## config.mk

```make
export PLATFORM = sky130hd
export DESIGN_NAME = missile_launch_sched
export DESIGN_NICKNAME = d
export VERILOG_FILES = /design/src/rtl/missile_pkg.sv /design/src/rtl/missile_slot_ctrl.sv /design/src/rtl/missile_launch_sched.sv
export SDC_FILE = /design/constraint.sdc
export NUM_CORES = 1
export LEC_CHECK = 0
export ABC_CLOCK_PERIOD_IN_PS = 5500
export CAP_MARGIN = 20
export CORE_MARGIN = 2
export CORE_UTILIZATION = 55
export DETAILED_ROUTE_END_ITERATION = 16
export DONT_BUFFER_PORTS = 1
export GPL_TIMING_DRIVEN = 0
export PLACE_DENSITY = 0.71
export SYNTH_ARGS = -nofsm -noshare
export SYNTH_HDL_FRONTEND = slang
export SYNTH_HIERARCHICAL = 1
export SYNTH_SLANG_ARGS = --single-unit
```

## constraint.sdc

```tcl
create_clock -name clk_22 -period 5.5 [get_ports clk_22]
set_clock_uncertainty 0.05 [all_clocks]
set_input_delay 0.55 -clock clk_22 [delete_from_list [all_inputs] [get_ports clk_22]]
set_output_delay 0.55 -clock clk_22 [all_outputs]
set_load 0.005 [all_outputs]
```

## src/rtl/missile_pkg.sv

```systemverilog
// ------------------------------------------------------------------
// missile_pkg : shared types and constants for the launch scheduler
// rev 1.0
// ------------------------------------------------------------------
`default_nettype none

package missile_pkg;

  typedef enum logic [1:0] {
    FREE     = 2'b00,
    FLYING   = 2'b01,
    COOLDOWN = 2'b10
  } slot_state_e;

  localparam int          c_screen_w = 640;
  localparam int          c_screen_h = 480;
  localparam logic [9:0]  c_rst_x    = 10'd100;
  localparam logic [9:0]  c_rst_y    = 10'd140;
  localparam int          c_cd_ticks = 10;

endpackage

`default_nettype wire

```

## src/rtl/missile_slot_ctrl.sv

```systemverilog
// ------------------------------------------------------------------
// missile_slot_ctrl : one missile slot (state, cooldown, launch coords)
// rev 1.0
// ------------------------------------------------------------------
`default_nettype none

module missile_slot_ctrl
  import missile_pkg::*;
#(
  parameter int CD_TICKS = c_cd_ticks
) (
  input  logic        clk_i,
  input  logic        rst_ni,
  input  logic        launch_i,
  input  logic        done_i,
  input  logic        tick_i,
  input  logic [9:0]  org_x_i,
  input  logic [9:0]  org_y_i,
  output slot_state_e state_o,
  output logic [9:0]  lx_o,
  output logic [9:0]  ly_o
);

  localparam logic [3:0] c_cd_load = 4'(CD_TICKS);

  slot_state_e state_q, state_d;
  logic [3:0]  cnt_q, cnt_d;
  logic [9:0]  lx_q, lx_d, ly_q, ly_d;

  always_comb begin
    state_d = state_q;
    cnt_d   = cnt_q;
    lx_d    = lx_q;
    ly_d    = ly_q;
    case (state_q)
      FREE: begin
        if (launch_i) begin
          state_d = FLYING;
          lx_d    = org_x_i;
          ly_d    = org_y_i;
        end
      end
      FLYING: begin
        if (done_i) begin
          state_d = COOLDOWN;
          cnt_d   = c_cd_load;
        end
      end
      COOLDOWN: begin
        // The tick that sees a count of 1 releases the slot; never wraps below 1.
        if (tick_i) begin
          if (cnt_q <= 4'd1) begin
            state_d = FREE;
            cnt_d   = 4'd0;
          end else begin
            cnt_d = cnt_q - 4'd1;
          end
        end
      end
      default: state_d = FREE;
    endcase
  end

  always_ff @(posedge clk_i or negedge rst_ni) begin
    if (!rst_ni) begin
      state_q <= FREE;
      cnt_q   <= 4'd0;
      lx_q    <= c_rst_x;
      ly_q    <= c_rst_y;
    end else begin
      state_q <= state_d;
      cnt_q   <= cnt_d;
      lx_q    <= lx_d;
      ly_q    <= ly_d;
    end
  end

  assign state_o = state_q;
  assign lx_o    = lx_q;
  assign ly_o    = ly_q;

endmodule

`default_nettype wire

```

## src/rtl/missile_launch_sched.sv

```systemverilog
// ------------------------------------------------------------------
// missile_launch_sched : round-robin fire scheduler over two missile slots
// rev 1.0
// ------------------------------------------------------------------
`default_nettype none

module missile_launch_sched
  import missile_pkg::*;
#(
  parameter int CD_TICKS = c_cd_ticks,
  parameter int SCREEN_W = c_screen_w,
  parameter int SCREEN_H = c_screen_h
) (
  input  logic       clk_22,
  input  logic       rst,
  input  logic       tick_1hz,
  input  logic [1:0] req,
  input  logic [9:0] org_x0,
  input  logic [9:0] org_y0,
  input  logic [9:0] org_x1,
  input  logic [9:0] org_y1,
  input  logic [1:0] slot_done,
  output logic [1:0] gnt,
  output logic [1:0] fire,
  output logic [9:0] l_x0,
  output logic [9:0] l_y0,
  output logic [9:0] l_x1,
  output logic [9:0] l_y1,
  output logic [1:0] slot_busy,
  output logic       cd_sign,
  output logic [1:0] free_cnt
);

  localparam logic [10:0] c_lim_w = 11'(SCREEN_W);
  localparam logic [10:0] c_lim_h = 11'(SCREEN_H);

  logic [1:0]  gnt_q, gnt_d, fire_q, fire_d;
  logic        rr_q, rr_d;
  logic        win;
  logic [1:0]  legal, elig, free_vec, cool_vec;
  logic [9:0]  sel_x, sel_y;
  slot_state_e st [2];
  logic [9:0]  lx [2];
  logic [9:0]  ly [2];

  assign legal[0] = ({1'b0, org_x0} < c_lim_w) && ({1'b0, org_y0} < c_lim_h);
  assign legal[1] = ({1'b0, org_x1} < c_lim_w) && ({1'b0, org_y1} < c_lim_h);
  // A requester is masked in its own grant cycle so a held req is not double-granted.
  assign elig     = req & ~gnt_q & legal;

  always_comb begin
    gnt_d  = 2'b00;
    fire_d = 2'b00;
    rr_d   = rr_q;
    win    = (elig == 2'b11) ? rr_q : elig[1];
    if ((elig != 2'b00) && (free_vec != 2'b00)) begin
      gnt_d[win] = 1'b1;
      if (free_vec[0]) fire_d[0] = 1'b1;
      else             fire_d[1] = 1'b1;
      rr_d = ~win;
    end
  end

  assign sel_x = win ? org_x1 : org_x0;
  assign sel_y = win ? org_y1 : org_y0;

  always_ff @(posedge clk_22 or negedge rst) begin
    if (!rst) begin
      gnt_q  <= 2'b00;
      fire_q <= 2'b00;
      rr_q   <= 1'b0;
    end else begin
      gnt_q  <= gnt_d;
      fire_q <= fire_d;
      rr_q   <= rr_d;
    end
  end

  for (genvar s = 0; s < 2; s++) begin : g_slot
    missile_slot_ctrl #(
      .CD_TICKS (CD_TICKS)
    ) u_slot (
      .clk_i    (clk_22),
      .rst_ni   (rst),
      .launch_i (fire_d[s]),
      .done_i   (slot_done[s]),
      .tick_i   (tick_1hz),
      .org_x_i  (sel_x),
      .org_y_i  (sel_y),
      .state_o  (st[s]),
      .lx_o     (lx[s]),
      .ly_o     (ly[s])
    );
    assign free_vec[s]  = (st[s] == FREE);
    assign cool_vec[s]  = (st[s] == COOLDOWN);
    assign slot_busy[s] = (st[s] == FLYING);
  end

  assign gnt      = gnt_q;
  assign fire     = fire_q;
  assign l_x0     = lx[0];
  assign l_y0     = ly[0];
  assign l_x1     = lx[1];
  assign l_y1     = ly[1];
  assign cd_sign  = (free_vec == 2'b00) && (cool_vec != 2'b00);
  assign free_cnt = {1'b0, free_vec[0]} + {1'b0, free_vec[1]};

endmodule

`default_nettype wire
```

; ---- Word level (Yosys, flattened, before mapping)
; Index checks and enable logic that the tools add are counted.
[classes]
add_sub_neg = 3
multipliers = 0
n_div = 0
magnitude_cmp = 8
n_eq_ne = 13
shift = 0
mux = 27
bitwise_logic = 4
reduce_logical = 19
[op_table]
columns = operator, count
row1 = two-way mux 4 bit, 6
row2 = less-than comparator 10 bit (second input constant), 2
row3 = less-than comparator 10 x 9 -> 1 bit (second input constant), 2
row4 = two-way mux 10 bit, 2
row5 = two-way mux 2 bit, 10
row6 = one-hot mux 4 bit (2 select lines), 2
row7 = != test 2 bit (second input constant), 6
row8 = one-hot mux 2 bit (3 select lines), 2
row9 = nonzero test 2 bit, 5
row10 = less-or-equal comparator 4 x 1 -> 1 bit (second input constant), 2
row11 = AND reduction 4 bit, 2
row12 = subtractor 4 x 1 -> 4 bit (second input constant), 2
row13 = equality test 2 bit (second input constant), 3
row14 = zero test 2 bit, 3
row15 = AND reduction 3 bit, 2
row16 = logical AND 1 bit, 5
row17 = bitwise AND 2 bit, 2
row18 = equality test 2 x 1 -> 1 bit (second input constant), 2
row19 = two-way mux 1 bit, 4
row20 = != test 2 x 1 -> 1 bit (second input constant), 2
row21 = AND reduction 2 bit, 2
row22 = adder 1 x 1 -> 2 bit, 1
row23 = less-than comparator 1 x 2 -> 1 bit (second input constant), 1
row24 = NOT 2 bit, 1
row25 = other kinds (3), 3
[word_totals]
ff_bits = 57
latchBits = 0
ramBits = 0
romBits = 0
in_bits = 47
output_inout_bits = 49
word_cells = 85
memories = 0

; ---- Depth between registers and ports, before layout
; Gate-level depths: netlist of the first run.
[depth]
ltp_word = 10
depth_mapped = 7
depth_no_buf = 6

; ---- Cells and area by module
; The synthesis of the first run kept the hierarchy.
[by_module_without_submodules]
columns = module, n_inst, cells_per_inst, area_per_inst_um2, seq_area_each_um2
row1 = missile_slot_ctrl, 2, 79, 1123.6, 658.1
row2 = missile_launch_sched, 1, 56, 613.1, 125.1

; ---- Worst setup path before layout of the first run
; OpenSTA, ideal clock, no wires.
[synth_timing]
kind = input -> register
start = input port org_y0[9]
end = register g_slot[1].u_slot.lx_q[0]
setup_time_ps = 125
arrival_time_ps = 2188
t_required_ps = 5325
slack_ps = 3137
path_stages = 6
path_buffers = 1
cell_sequence = or3b_4 > o31a_2 > nor3_1 > nor3b_2 > buf_4 > mux2_2
[synth_via]
elab_chain_cells = 7
word_cells_on_any_way = 10
classes_between = order compare: 1 / eq/ne: 1 / mux: 3 / bitwise: 1 / reduce/logical: 4
[synth_rtl]
columns = item, line_no
row1 = "start, declared", missile_launch_sched.sv:19  ; input logic [9:0] org_y0,
row2 = less-than comparator 10 x 9 -> 1 bit, missile_launch_sched.sv:46  ; assign legal[0] = ({1'b0, org_x0} < c_lim_w) && ({1'b0, org_y0} < c_lim_h);
row3 = logical AND 1 bit, missile_launch_sched.sv:46
row4 = bitwise AND 2 bit, missile_launch_sched.sv:49  ; assign elig = req & ~gnt_q & legal;
row5 = nonzero test 2 bit, missile_launch_sched.sv:56  ; if ((elig != 2'b00) && (free_vec != 2'b00)) begin
row6 = logical AND 1 bit, missile_launch_sched.sv:56
row7 = two-way mux 2 bit, missile_launch_sched.sv:56
row8 = named net fire_d[1], missile_launch_sched.sv:37  ; logic [1:0] gnt_q, gnt_d, fire_q, fire_d;
row9 = AND reduction 2 bit (no source line), n/a
row10 = "end signal, assigned", missile_slot_ctrl.sv:68  ; lx_q <= c_rst_x;
row11 = "end signal, assigned", missile_slot_ctrl.sv:73  ; lx_q <= lx_d;
row12 = "end, declared", missile_slot_ctrl.sv:28  ; logic [9:0] lx_q, lx_d, ly_q, ly_d;
; The timed path passes the listed nets, and every way through them passes these cells.
; A chain may end at the register's enable or synchronous reset.

; ---- Final worst setup path of the first run
[layout_timing]
start = register gnt_q[0] (netlist: gnt[0])
end = register g_slot[1].u_slot.ly_q[8]
[layout_via]
elab_chain_cells = 7
word_cells_on_any_way = 10
classes_between = eq/ne: 1 / mux: 3 / bitwise: 3 / reduce/logical: 3
[layout_rtl]
columns = item, line_no
row1 = "start, declared", missile_launch_sched.sv:37
row2 = "start signal, assigned", missile_launch_sched.sv:73  ; gnt_q <= gnt_d;
row3 = NOT 2 bit, missile_launch_sched.sv:49
row4 = bitwise AND 2 bit (2 in series), missile_launch_sched.sv:49
row5 = nonzero test 2 bit, missile_launch_sched.sv:56
row6 = logical AND 1 bit, missile_launch_sched.sv:56
row7 = two-way mux 2 bit, missile_launch_sched.sv:56
row8 = named net fire_d[1], missile_launch_sched.sv:37
row9 = AND reduction 2 bit (no source line), n/a
row10 = "end signal, assigned", missile_slot_ctrl.sv:69  ; ly_q <= c_rst_y;
row11 = "end signal, assigned", missile_slot_ctrl.sv:74  ; ly_q <= ly_d;
row12 = "end, declared", missile_slot_ctrl.sv:28
; The timed path passes the listed nets, and every way through them passes these cells.

==> results of run 1 <==
==> stage by stage <==
| step | cell area [sq um] | setup slack [ps] | instances | power, uW |
|---|---|---|---|---|
| global route | 3230 | 2820 | 302 | 1900 |
| finish | 3230 | 2990 | 302 | 1790 |
| floorplan | 2860 | 3140 | 214 | 1170 |
| detailed placement | 2950 | 2910 | 284 | 1310 |
| global placement | 2950 | 2910 | 284 | 1250 |
| CTS | 3230 | 2990 | 302 | 1810 |
==> cell usage after synthesis (2+ instances only) <==
library cell / number / area [sq um]
nand3b_1: 2 / 15.0
ha_1: 6 / 75.1
or2b_1: 2 / 15.0
inv_1: 15 / 56.3
nor4b_1: 2 / 17.5
a21o_1: 2 / 15.0
nand2_1: 2 / 7.51
mux2_2: 47 / 529
o31ai_1: 2 / 15.0
nand3b_4: 2 / 40.0
nor3b_2: 2 / 25.0
o21ai_0: 7 / 35.0
and2_2: 2 / 15.0
a21oi_1: 3 / 15.0
o31a_1: 2 / 17.5
mux2_4: 12 / 180
nand3_1: 3 / 15.0
dfstp_2: 12 / 315
a2bb2oi_1: 2 / 17.5
nor2b_1: 2 / 12.5
o41ai_1: 2 / 17.5
mux2i_1: 2 / 20.0
dfrtp_1: 45 / 1130
and2_1: 2 / 12.5
nor3_1: 10 / 50.1
buf_4: 4 / 30.0
mux2_1: 2 / 22.5
nor2_1: 6 / 22.5
==> state kept, by name, summed over array words and instances (netlist names) <==
signal                 flops
gnt                        2
rr_q                       1
g_slot.u_slot/cnt_q        8
fire                       2
g_slot.u_slot/state_o      4
g_slot.u_slot/lx_o        20
g_slot.u_slot/ly_o        20
==> cells in the final DEF (no fill, tap or decap), types with 2 or more instances in the layout <==
cell type,instances
a21o_1,2
a21oi_1,3
a2bb2oi_1,2
and2_1,2
and2_2,2
buf_4,4
bufinv_16,3
clkbuf_8,10
dfrtp_1,45
dfstp_2,12
ha_1,6
inv_1,15
mux2_1,2
mux2_2,47
mux2_4,12
mux2i_1,2
nand2_1,2
nand3_1,3
nand3b_1,2
nand3b_4,2
nor2_1,6
nor2b_1,2
nor3_1,10
nor3b_2,2
nor4b_1,2
o21ai_0,7
o31a_1,2
o31ai_1,2
o41ai_1,2
or2b_1,2
==> power groups by stage <==
stage	sequential (uW)	combinational [uW]	clock, uW
after floorplan	781	393	0
after global placement	821	430	0
after detailed placement	839	470	0
after CTS	834	486	486
after global routing	853	534	510
final	832	479	478
==> path summary, 6_finish.rpt <==
path                                                    end  slack (ps)  depth (start not counted)
worst max-delay path               g_slot[1].u_slot/ly_o[8]        2990                          6
worst min-delay path               g_slot[1].u_slot/ly_o[1]          10                          1
worst max register to register     g_slot[1].u_slot/ly_o[8]        2990                          6
worst min register to register     g_slot[1].u_slot/lx_o[8]         490                          1
max in group asynchronous          g_slot[0].u_slot/ly_o[2]        4420                          1
min in group clk_22             g_slot[1].u_slot/state_o[0]         380                          3
==> layer usage <==
layer	vias to the layer above	track usage
met5	-	0
met3	14	0.0557
met2	73	0.368
met1	900	0.243
li1	793	-
met4	0	0.124
==> logic make-up after synthesis <==
| family | count (synthesis) | share of synthesized area |
|---|---|---|
| muxes | 63 | 0.263 |
| DFF | 57 | 0.504 |
| and+or+nand+nor | 45 | 0.115 |
| AOI/OAI and AO/OA | 23 | 0.0547 |
| buffers and inverters | 20 | 0.0372 |
| adders and majority gates | 6 | 0.0262 |
==> critical path: stages, from the launching register on <==
cell and delay [ps]:
dfrtp_1 410, or3b_4 440, o31a_2 350, nor3_1 250, nor3b_2 290, buf_4 240, mux2_2 360
==> layout make-up <==
| cell class | count | area (sq um) | area share |
|---|---|---|---|
| timing repair buffer | 2 | 37.5 | 0.0116 |
| buffer | 5 | 50.0 | 0.0155 |
| inverter | 15 | 56.3 | 0.0174 |
| tap | 70 | 87.6 | 0.0271 |
| clock buffer | 11 | 141 | 0.0438 |
| sequential | 57 | 1440 | 0.446 |
| multi-input combinational | 137 | 1310 | 0.406 |
| clock inverter | 5 | 103 | 0.0318 |
==> flow_metrics.tcl, run 1 <==
set metrics [dict create \
    status "finished clean" \
    postCtsSetupBuffers 0 \
    seq_power_share 0.465 \
    num_vias 1780 \
    worstHoldPathType "in2async" \
    period_needed_ps 2510 \
    grt_max_degree 47 \
    grt_first_pass_wirelength_um 9580 \
    n_antenna_cell 0 \
    wl_met3_um 405 \
    cts_tree "yes" \
    die_h_um 76.1 \
    place_congestion 0.755 \
    synthFlopType "dfrtp_1" \
    syn-num-nets 267 \
    worstSkewPairLatency_ps 330 \
    maxCapViolCount 0 \
    r2r-start "gnt[0]" \
    p_int_uw 1230 \
    dieArea_sq_um 5790 \
    h-tree-depth 3 \
    syn_avg_cell_area_sq_um 13.4 \
    hold_viol_final 0 \
    die_x_um 76.1 \
    syn_to_final_growth_pct 12.9 \
    drc 0 \
    p_leak_uw 0.00142 \
    clock-sinks 57 \
    synth_cell_types 40 \
    drtIter0Drc 51 \
    yosysWarnings 6 \
    highest_layer "met4" \
    cp.required_ps 5660 \
    met2WireLength_um 3120 \
    crit_fanout 10 \
    initial_core_util 0.564 \
    start_kind "flop" \
    gr-usage-all-layers 0.215 \
    ant_nets 0 \
    utilization 0.636 \
    slew_headroom 0.619 \
    via_per_inst 5.89 \
    fill_cells 414 \
    power_frac_comb 0.268 \
    pin_count 96 \
    synthArstFlopShare 1.00 \
    row_count 26 \
    switching_share 0.312 \
    critical_path_class "reg2reg" \
    peakVddDrop_uv 229 \
    drt-total-wl_um 6120 \
    rsz0062_at_grt "no" \
    cp-startpoint "gnt[0]" \
    nets 280 \
    wl_met1_um 2430 \
    clkPwrFrac 0.267 \
    ys_ff_latch 57 \
    drt_first_pass_iters 4 \
    ctsHoldBuffers 2 \
    wl_per_cell_um 20.3 \
    end_kind "flop" \
    p_switching_uw 558 \
    drv_slew 0 \
    cp_data_arrival_time_ps 2670 \
    setup-violations-final 0 \
    synth_edf_count 0 \
    synthCells 214 \
    post_cts_resized 0 \
    tightestPinTransition_ps 569 \
    dpl.hpwl_um 4350 \
    syn_area_sq_um 2860 \
    port_buffers 0 \
    drive_gt1_frac 0.448 \
    root_buffer "clkbuf_8" \
    fin_crit_sh 0.456 \
    power_density_nw_per_um2 554 \
    fin_setup_tns_ps 0 \
    numCtsBuffers 9 \
    clockBufferDepth 2 \
    path_clk_slew_ps 70 \
    core-area_sq_um 5070 \
    grt_pass1_vias 1888 \
    antenna_found_initial 0 \
    whs_ps 11.1 \
    overflow 0 \
    yosysSeqAreaShare 0.504 \
    max_clock_freq_mhz 399 \
]
No activity file was read; power rests on OpenSTA's default activity.
==> run 2, diff against run 1 <==
- ABC_CLOCK_PERIOD_IN_PS: 5500 -> 2400
- clock period: 5.5 -> 2.4 ns (I/O delays scaled with it)
==> run 2 against run 1 <==
Sequential power increased by 130%. Power increased by 140%. Combinational power increased by 150%. Flip-flop and latch count unchanged. Worst setup slack got worse by 2900 ps. Critical path depth increased by 1. Cell area increased by 3.8%. Hold slack improved by 61 ps. Core utilization increased by 2.4 points. Final cell count increased by 2.0%. Non-clock buffer count increased by 6. Via count increased by 1.9%. Critical endpoint is now g_slot[1].u_slot/lx_o[1]. Largest power group unchanged.
==> flow_metrics.tcl, run 2 (same netlist as run 1, synthesis figures left out) <==
set metrics [dict create \
    syn_to_final_growth_pct 17.2 \
    antenna_found_initial 0 \
    r2r_end "g_slot[1].u_slot/lx_o[1]" \
    worstHoldPathType "in2reg" \
    p_leak_uw 0.00146 \
    drt_first_pass_iters 4 \
    pin_count 96 \
    grt_max_degree 58 \
    tightestPinTransition_ps 414 \
    setup-violations-final 0 \
    crit_family "simple AND/OR/NAND/NOR gates" \
    maxCapViolCount 0 \
    grt_first_pass_wirelength_um 9560 \
    critical_path_depth 7 \
    path_buf_inv 2 \
    drc 0 \
    gr-usage-all-layers 0.213 \
    dpl.hpwl_um 4350 \
    die_x_um 76.1 \
    slew_headroom 0.720 \
    critical_path_class "reg2reg" \
    final_common_cell "mux2_2" \
    core-area_sq_um 5070 \
    via_per_inst 5.89 \
    period_needed_ps 2360 \
    place_congestion 0.755 \
    min_from "slot_done[1]" \
    path_clk_slew_ps 70 \
    nets 286 \
    drv_slew 0 \
    grt_pass1_vias 1905 \
    port_buffers 0 \
    peakVddDrop_uv 560 \
    ff_latch_area_sq_um 1450 \
    critical_path.max_stage_delay_ps 480 \
    clockBufferDepth 2 \
    fin_setup_tns_ps 0 \
    max_clock_freq_mhz 425 \
    worstSkewPairLatency_ps 320 \
    h-tree-depth 3 \
    multi_input_area_sq_um 1360 \
    cp_data_arrival_time_ps 2520 \
    row_count 26 \
    cts_tree "yes" \
    cp_slowest_cell "dfrtp_2" \
    die_h_um 76.1 \
    cp.required_ps 2560 \
    holdPathStages 3 \
    crit_fanout 8 \
    numCtsBuffers 9 \
    fin_crit_sh 0.981 \
    drtIter0Drc 56 \
    final_area_sq_um 3350 \
    rrSetupSlack_ps 40 \
    power_density_nw_per_um2 1250 \
    final_cell_mix "mux2_2 (47), dfrtp_1 (41), inv_1 (15)" \
    start_kind "flop" \
    dieArea_sq_um 5790 \
    fill_cells 399 \
    n_antenna_cell 0 \
    holdPathEnd "g_slot[1].u_slot/state_o[0]" \
    reg2regPathDepth 7 \
    place_area_sq_um 2950 \
    drive_gt1_frac 0.500 \
    stdcell_count 308 \
    end_kind "flop" \
    ant_nets 0 \
    drt-total-wl_um 6340 \
    power.total_uw 4210 \
    initial_core_util 0.564 \
    crit_chain "or2_2 > ha_1 > nor3_4 > nor3b_4 > buf_6 > buf_4 > mux2_2" \
    status "finished clean" \
    num_vias 1813 \
    root_buffer "clkbuf_8" \
    wl_per_cell_um 20.6 \
    overflow 0 \
    clock-sinks 57 \
    placedCellCount 284 \
    r2r-start "g_slot[1].u_slot/state_o[1]" \
    hold_viol_final 0 \
]
[run 2: cell count changes in the layout (fill, tap and decap cells not counted), moves of 2 or more]
cell,previous run,this run
buf_6,0,6
dfrtp_1,45,41
dfrtp_2,0,4
nor2_1,6,4
nor3b_4,0,2
[run 2: repair_timing]
action,4_1_cts,5_1_grt
pin swaps,0,3
resized for setup,1,23
endpoints found under the hold margin,57,0
hold buffers,2,0
setup buffers,0,4
endpoints found under the setup margin,22,40
gates cloned,0,2
[run 2: metal layers]
layer,share of wire,global-route usage,up-vias
met2,0.53,0.369,85
met5,0,0,-
met4,0.024,0.125,0
met3,0.066,0.0557,12
met1,0.38,0.237,910
li1,-,-,806
[run 2: report_power, final]
part | switching [uW] | internal, uW | leakage, uW
sequential | 446 | 1480 | 0.000666
combinational | 510 | 675 | 0.000675
clock | 375 | 717 | 0.000120
[run 2: worst max path at each step]
stage	start	to	slack [ps]
2_1_floorplan	gnt[0]	g_slot[1].u_slot/lx_o[0]	180
3_3_place_gp	gnt[0]	g_slot[1].u_slot/lx_o[8]	-80
3_5_place_dp	gnt[0]	g_slot[1].u_slot/ly_o[8]	-50
4_1_cts	gnt[0]	g_slot[0].u_slot/ly_o[8]	-20
5_1_grt	g_slot[1].u_slot/state_o[0]	g_slot[1].u_slot/lx_o[3]	-70
6_report	g_slot[1].u_slot/state_o[1]	g_slot[1].u_slot/lx_o[1]	40
[run 2: worst register-to-register path: cells and delay by family (launching register included)]
kind | cells | cell delay (ps)
fa+ha+maj | 1 | 280
buf+inv | 2 | 310
simple gates | 3 | 790
mux | 1 | 330
flops | 1 | 480
[run 2: metrics by stage]
step / setup WS (ps) / utilization / hold slack (ps)
after detailed placement: -49.8 / 0.581 / -104
final: 44.7 / 0.661 / 72.1
after global routing: -68.1 / 0.661 / 86.8
after global placement: -76.7 / 0.581 / -104
after floorplan: 184 / - / -106
after CTS: -20.8 / 0.637 / 62.4
[run 2: layout make-up]
class,count,share of cell area
Multi-Input combinational cell,137,0.407
Timing Repair Buffer,8,0.0269
Sequential cell,57,0.431
Clock buffer,11,0.0422
Buffer,5,0.0194
Tap cell,70,0.0261
Clock inverter,5,0.0306
Inverter,15,0.0168
==> variant 1, RTL diff (config.mk and constraints of run 1) <==
Register the output `free_cnt`, cleared by the reset; this adds one clock of latency there. The other outputs are not delayed to match.
--- a/src/rtl/missile_launch_sched.sv
+++ b/src/rtl/missile_launch_sched.sv
@@ -104,5 +104,11 @@
   assign l_y1     = ly[1];
   assign cd_sign  = (free_vec == 2'b00) && (cool_vec != 2'b00);
-  assign free_cnt = {1'b0, free_vec[0]} + {1'b0, free_vec[1]};
+  always_ff @(posedge clk_22 or negedge rst) begin
+    if (!rst) begin
+      free_cnt <= '0;
+    end else begin
+      free_cnt <= {1'b0, free_vec[0]} + {1'b0, free_vec[1]};
+    end
+  end
 
 endmodule
Function: changed (Yosys sat finds a counterexample within 4 cycles, from zero or initial values and one cycle with rst low).
==> variant 1 against run 1 <==
Highest routed layer unchanged; area after synthesis grew 1.6%; hold slack improved by 0.018 ns; power is 1.5% lower; cell count up 0.99%; sequential cell count increased by 2; setup slack about the same; wire length rose by 1.0%; design area up 0.23%; count of clock-buffer cells in the layout is 4 higher.
==> variant 1: results (changes against run 1) <==
Place
  – GP Congestion: 0.735 (-2.6%)
  – Placed Cells: 287 (+1.1%)
  – Final HPWL DP: 4420 µm (+1.8%)

Setup path
  – Cell family with most CP delay: simple AND/OR/NAND/NOR gates
  – Crit. Startpoint: g_slot[0].u_slot/state_o[1]$_DFFE_PN0P_
  – Crit path to: g_slot[0].u_slot/ly_o[1]$_DFFE_PN0P_
  – Crit-path slowest cell: dfrtp_1
  – Worst r2r path cells: 8 (+2)
  – Flop2flop setup slack: 2.99 ns (about the same)
  – Max incr delay on CP: 0.47 ns (+0.03 ns)

Timing
  – Final Setup Violations: 0 (unchanged)
  – Slew of the pin with the lowest slew margin: 0.279 ns (-0.290 ns)

Routing
  – Routed WL per cell: 20.3 µm (about the same)
  – Vias per inst: 5.89 (about the same)
  – Starting DRC count in detailed routing: 59 (+16%)
  – Pre-Repair DR Iteration Count: 4 (unchanged)

Logic synthesis
  – Synth Instances: 217 (+1.4%)
  – Top cells by count, synth: 47 x dfrtp_1, 47 x mux2_2, 14 x inv_1
  – Post-synthesis sequential area ratio: 0.513 (+0.00941)
  – Ranking of synthesized cells by area: dfrtp_1 40%, mux2_2 18%, dfstp_2 11%, mux2_4 6.2%, ha_1 2.6%
  – Warnings from Yosys: 6 (unchanged)
  – Mapped Nets: 270 (+1.1%)
  – Distinct cell type count after synthesis: 39 (-2.5%)

Cells and area
  – Layout cells sized above 1: 0.438 (-0.00998)
  – Final cell count without fillers: 305 (+0.99%)
  – Antenna Cells: 0 (unchanged)
  – FILL cells: 419 (+1.2%)
  – Nets: 283 (+1.1%)

GRT
  – Largest net degree at the start of global routing: 56 (+19%)
  – Vias in the first global route: 1,919 (+1.6%)
  – First-pass GRT wire length: 9850 µm (+2.9%)
  – Total GRT Usage: 0.219 (+0.00470)
  – Total grt overflow: 0 (unchanged)

Clock tree
  – Bufs on Longest Clock Path: 2 (unchanged)
  – PostCTS Resize Cnt: 0 (unchanged)
  – Num CTS Buffers: 9 (unchanged)
  – H-tree Lvls: 3 (unchanged)

Power and ir drop
  – P_leak: 1.46 nW (+2.7%)
  – Maximum vdd drop: 244 µV (+6.2%)

Min path
  – Min-delay worst type: input port to asynchronous set/reset pin

Run status
  – Status: completed
## variant 1: worst register-to-register path: cells and delay by family, from the launching register on
family | cells | cell delay (ns)
AND/OR/NAND/NOR | 3 | 0.67
buffers and inverters | 2 | 0.33
AO/OA/AOI/OAI | 1 | 0.23
adder cells (fa/ha/maj) | 1 | 0.27
multiplexers | 1 | 0.36
flip-flops | 1 | 0.47
## variant 1: cell type report
class                      count  share of cell area
buffer                         6              0.0189
sequential                    59               0.461
tap                           70              0.0271
clock inverter                 1             0.00928
inverter                      14              0.0162
timing repair buffer           2              0.0116
multi-input combinational    138               0.402
clock buffer                  15              0.0545
## variant 1: routing by layer
layer | track usage | wire length (µm) | up-vias
met3 | 0.0765 | 515 | 13
met2 | 0.360 | 3070 | 74
met1 | 0.255 | 2470 | 912
met4 | 0.111 | 129 | 0
li1 | - | - | 798
met5 | 0 | 0 | -
## variant 1: through the flow
stage | hold WS, ns | setup WS (ns) | instance area [µm²]
6_report | 0.0289 | 2.99 | 3240
5_1_grt | 0.0363 | 2.80 | 3240
4_1_cts | 0.0233 | 2.97 | 3240
3_5_place_dp | 0.206 | 3.01 | 2990
3_3_place_gp | 0.206 | 3.07 | 2990
2_1_floorplan | 0.204 | 3.34 | 2910
## variant 1: report_power, final
part / internal (mW) / total (mW) / switching (mW)
logic: 0.277 / 0.489 / 0.212
clock network: 0.247 / 0.407 / 0.159
registers: 0.671 / 0.865 / 0.194
## variant 1: kinds of logic after synthesis
group	Yosys count	synth area share
adder cells (fa/ha/maj)	6	0.0258
AND/OR/NAND/NOR	45	0.106
flip-flops	59	0.513
buffers and inverters	20	0.0392
AO/OA/AOI/OAI	24	0.0564
multiplexers	63	0.259
==> variant 2, RTL diff (flow settings as in run 1) <==
Made on the original files. Change the package constant `c_cd_ticks` from 10 to 7.
--- a/src/rtl/missile_pkg.sv
+++ b/src/rtl/missile_pkg.sv
@@ -17,5 +17,5 @@
   localparam logic [9:0]  c_rst_x    = 10'd100;
   localparam logic [9:0]  c_rst_y    = 10'd140;
-  localparam int          c_cd_ticks = 10;
+  localparam int          c_cd_ticks = 7;
 
 endpackage
Check against the original RTL: not equivalent (Yosys sat finds a counterexample within 10 cycles, from zero or initial values and one cycle with rst low).
==> variant 2 against run 1 <==
Synthesized cell count is 0.93% lower; first-iteration DRC count grew 33%; fmax decreased by 2.2%; sequential cell count unchanged; wire length shrank 5.3%; design area decreased by 2.6%; utilization decreased by 1.3 points; global-route usage is 0.81 points lower; area after synthesis shrank 0.52%; cell count fell by 0.66%; non-clock buffer count did not move; setup slack lost 0.057 ns; power decreased by 7.8%; critical path type unchanged; largest power group unchanged; highest routed layer unchanged.
==> variant 2: results (changes against run 1) <==
Logic synthesis
  – Mapped Nets: 265 (-0.75%)
  – Top cells by count, synth: 47 x mux2_2, 45 x dfrtp_1, 12 x dfstp_2
  – Ys flop type: dfrtp_1
  – Synth Area in Compound Gates: 0.0453 (-0.00939)
  – Post-synthesis mux area share: 0.261 (-0.00213)
  – Post-synthesis sequential area ratio: 0.507 (+0.00266)
  – Ranking of synthesized cells by area: dfrtp_1 40%, mux2_2 19%, dfstp_2 11%, mux2_4 5.3%, ha_1 2.6%
  – Distinct cell type count after synthesis: 39 (-2.5%)
  – Async set-or-reset flop fraction in the synthesized netlist: 1.00 (unchanged)
  – Post-synthesis adder-cell area fraction: 0.0264 (+0.000139)

Routing
  – Vias per inst: 5.84 (-0.97%)
  – Pre-Repair DR Iteration Count: 6 (+2)
  – Starting DRC count in detailed routing: 68 (+33%)
  – Routed WL: 5790 µm (-5.3%)

Timing
  – Fmax: 390 MHz (-2.2%)
  – Slew of the pin with the lowest slew margin: 0.382 ns (-0.186 ns)

Clock tree
  – H-tree Lvls: 3 (unchanged)
  – Hold Buf Count CTS: 1 (-1)
  – CTS root buf: clkbuf_8
  – Bufs on Longest Clock Path: 2 (unchanged)

GRT
  – Initial antenna violation count: 0 (unchanged)
  – Largest net degree at the start of global routing: 46 (-2.1%)
  – M2 GR Usage: 0.365 (-0.00268)
  – Met3 usage: 0.0726 (+0.0169)
  – Total GRT Usage: 0.206 (-0.00808)
  – First-pass GRT wire length: 9220 µm (-3.7%)
  – Vias in the first global route: 1,847 (-2.2%)
  – Grt met1 use: 0.223 (-0.0197)

Place
  – GP Congestion: 0.811 (+7.4%)
  – Final HPWL DP: 4230 µm (-2.6%)
  – Post-place setup slack: 2.82 ns (-0.0848 ns)

Power and ir drop
  – Maximum vdd drop: 258 µV (+12%)
  – P_leak: 1.34 nW (-6.1%)

Cells and area
  – Nets: 278 (-0.71%)
  – Antenna Cells: 0 (unchanged)
  – Layout cells sized above 1: 0.430 (-0.0178)

Setup path
  – Crit path max fanout: 10 (unchanged)
  – Flop2flop setup slack: 2.94 ns (-0.06 ns)
  – Worst path arrival time: 2.71 ns (+0.04 ns)
  – Crit-path slowest cell: or3b_4
  – RR Endpoint: g_slot[1].u_slot/lx_o[4]$_DFFE_PN0P_

Min path
  – Min-delay worst type: input port to asynchronous set/reset pin

Run status
  – Status: completed
## variant 2: worst max path at each step
stage / end / slack (ns) / cells past startpoint
floorplan: g_slot[1].u_slot/lx_o[0]$_DFFE_PN0P_ / 3.11 / 6
global placement: g_slot[1].u_slot/lx_o[1]$_DFFE_PN0P_ / 2.86 / 6
detailed placement: g_slot[1].u_slot/lx_o[4]$_DFFE_PN0P_ / 2.82 / 6
CTS: g_slot[1].u_slot/lx_o[4]$_DFFE_PN0P_ / 2.89 / 6
global route: g_slot[1].u_slot/lx_o[4]$_DFFE_PN0P_ / 2.85 / 6
finish: g_slot[1].u_slot/lx_o[4]$_DFFE_PN0P_ / 2.94 / 6
## variant 2: stage by stage
stage | util | instances | instance area [µm²] | power (mW) | hold slack [ns]
after floorplan | - | 212 | 2850 | 1.18 | 0.204
after global placement | 0.582 | 282 | 2930 | 1.26 | 0.206
after detailed placement | 0.582 | 282 | 2930 | 1.32 | 0.206
after CTS | 0.622 | 299 | 3130 | 1.67 | 0.0000487
after global routing | 0.624 | 300 | 3140 | 1.76 | 0.00170
final | 0.624 | 300 | 3140 | 1.65 | 0.0166
## variant 2: final cells by class
cell class	count	area [µm²]
clock buffer	13	159
sequential	57	1440
tap	70	87.6
multi-input combinational	139	1300
inverter	11	41.3
timing repair buffer	2	37.5
clock inverter	3	15.0
fill	389	1900
buffer	5	65.1
## variant 2: report_power, final
group	switching [mW]	internal, mW
logic	0.205	0.268
registers	0.194	0.650
clock network	0.147	0.186
total	0.545	1.10
## variant 2: cells by family after synthesis
kind of cell | after synthesis
flip-flops | 57
adder cells (fa/ha/maj) | 6
AND/OR/NAND/NOR | 49
buffers and inverters | 16
AO/OA/AOI/OAI | 21
multiplexers | 63
## variant 2: per-layer routing
| layer | vias to the layer above | part of all wire |
|---|---|---|
| li1 | 795 | - |
| met1 | 891 | 0.38 |
| met2 | 60 | 0.55 |
| met4 | 0 | 0.0090 |
| met5 | - | 0 |
| met3 | 5 | 0.065 |
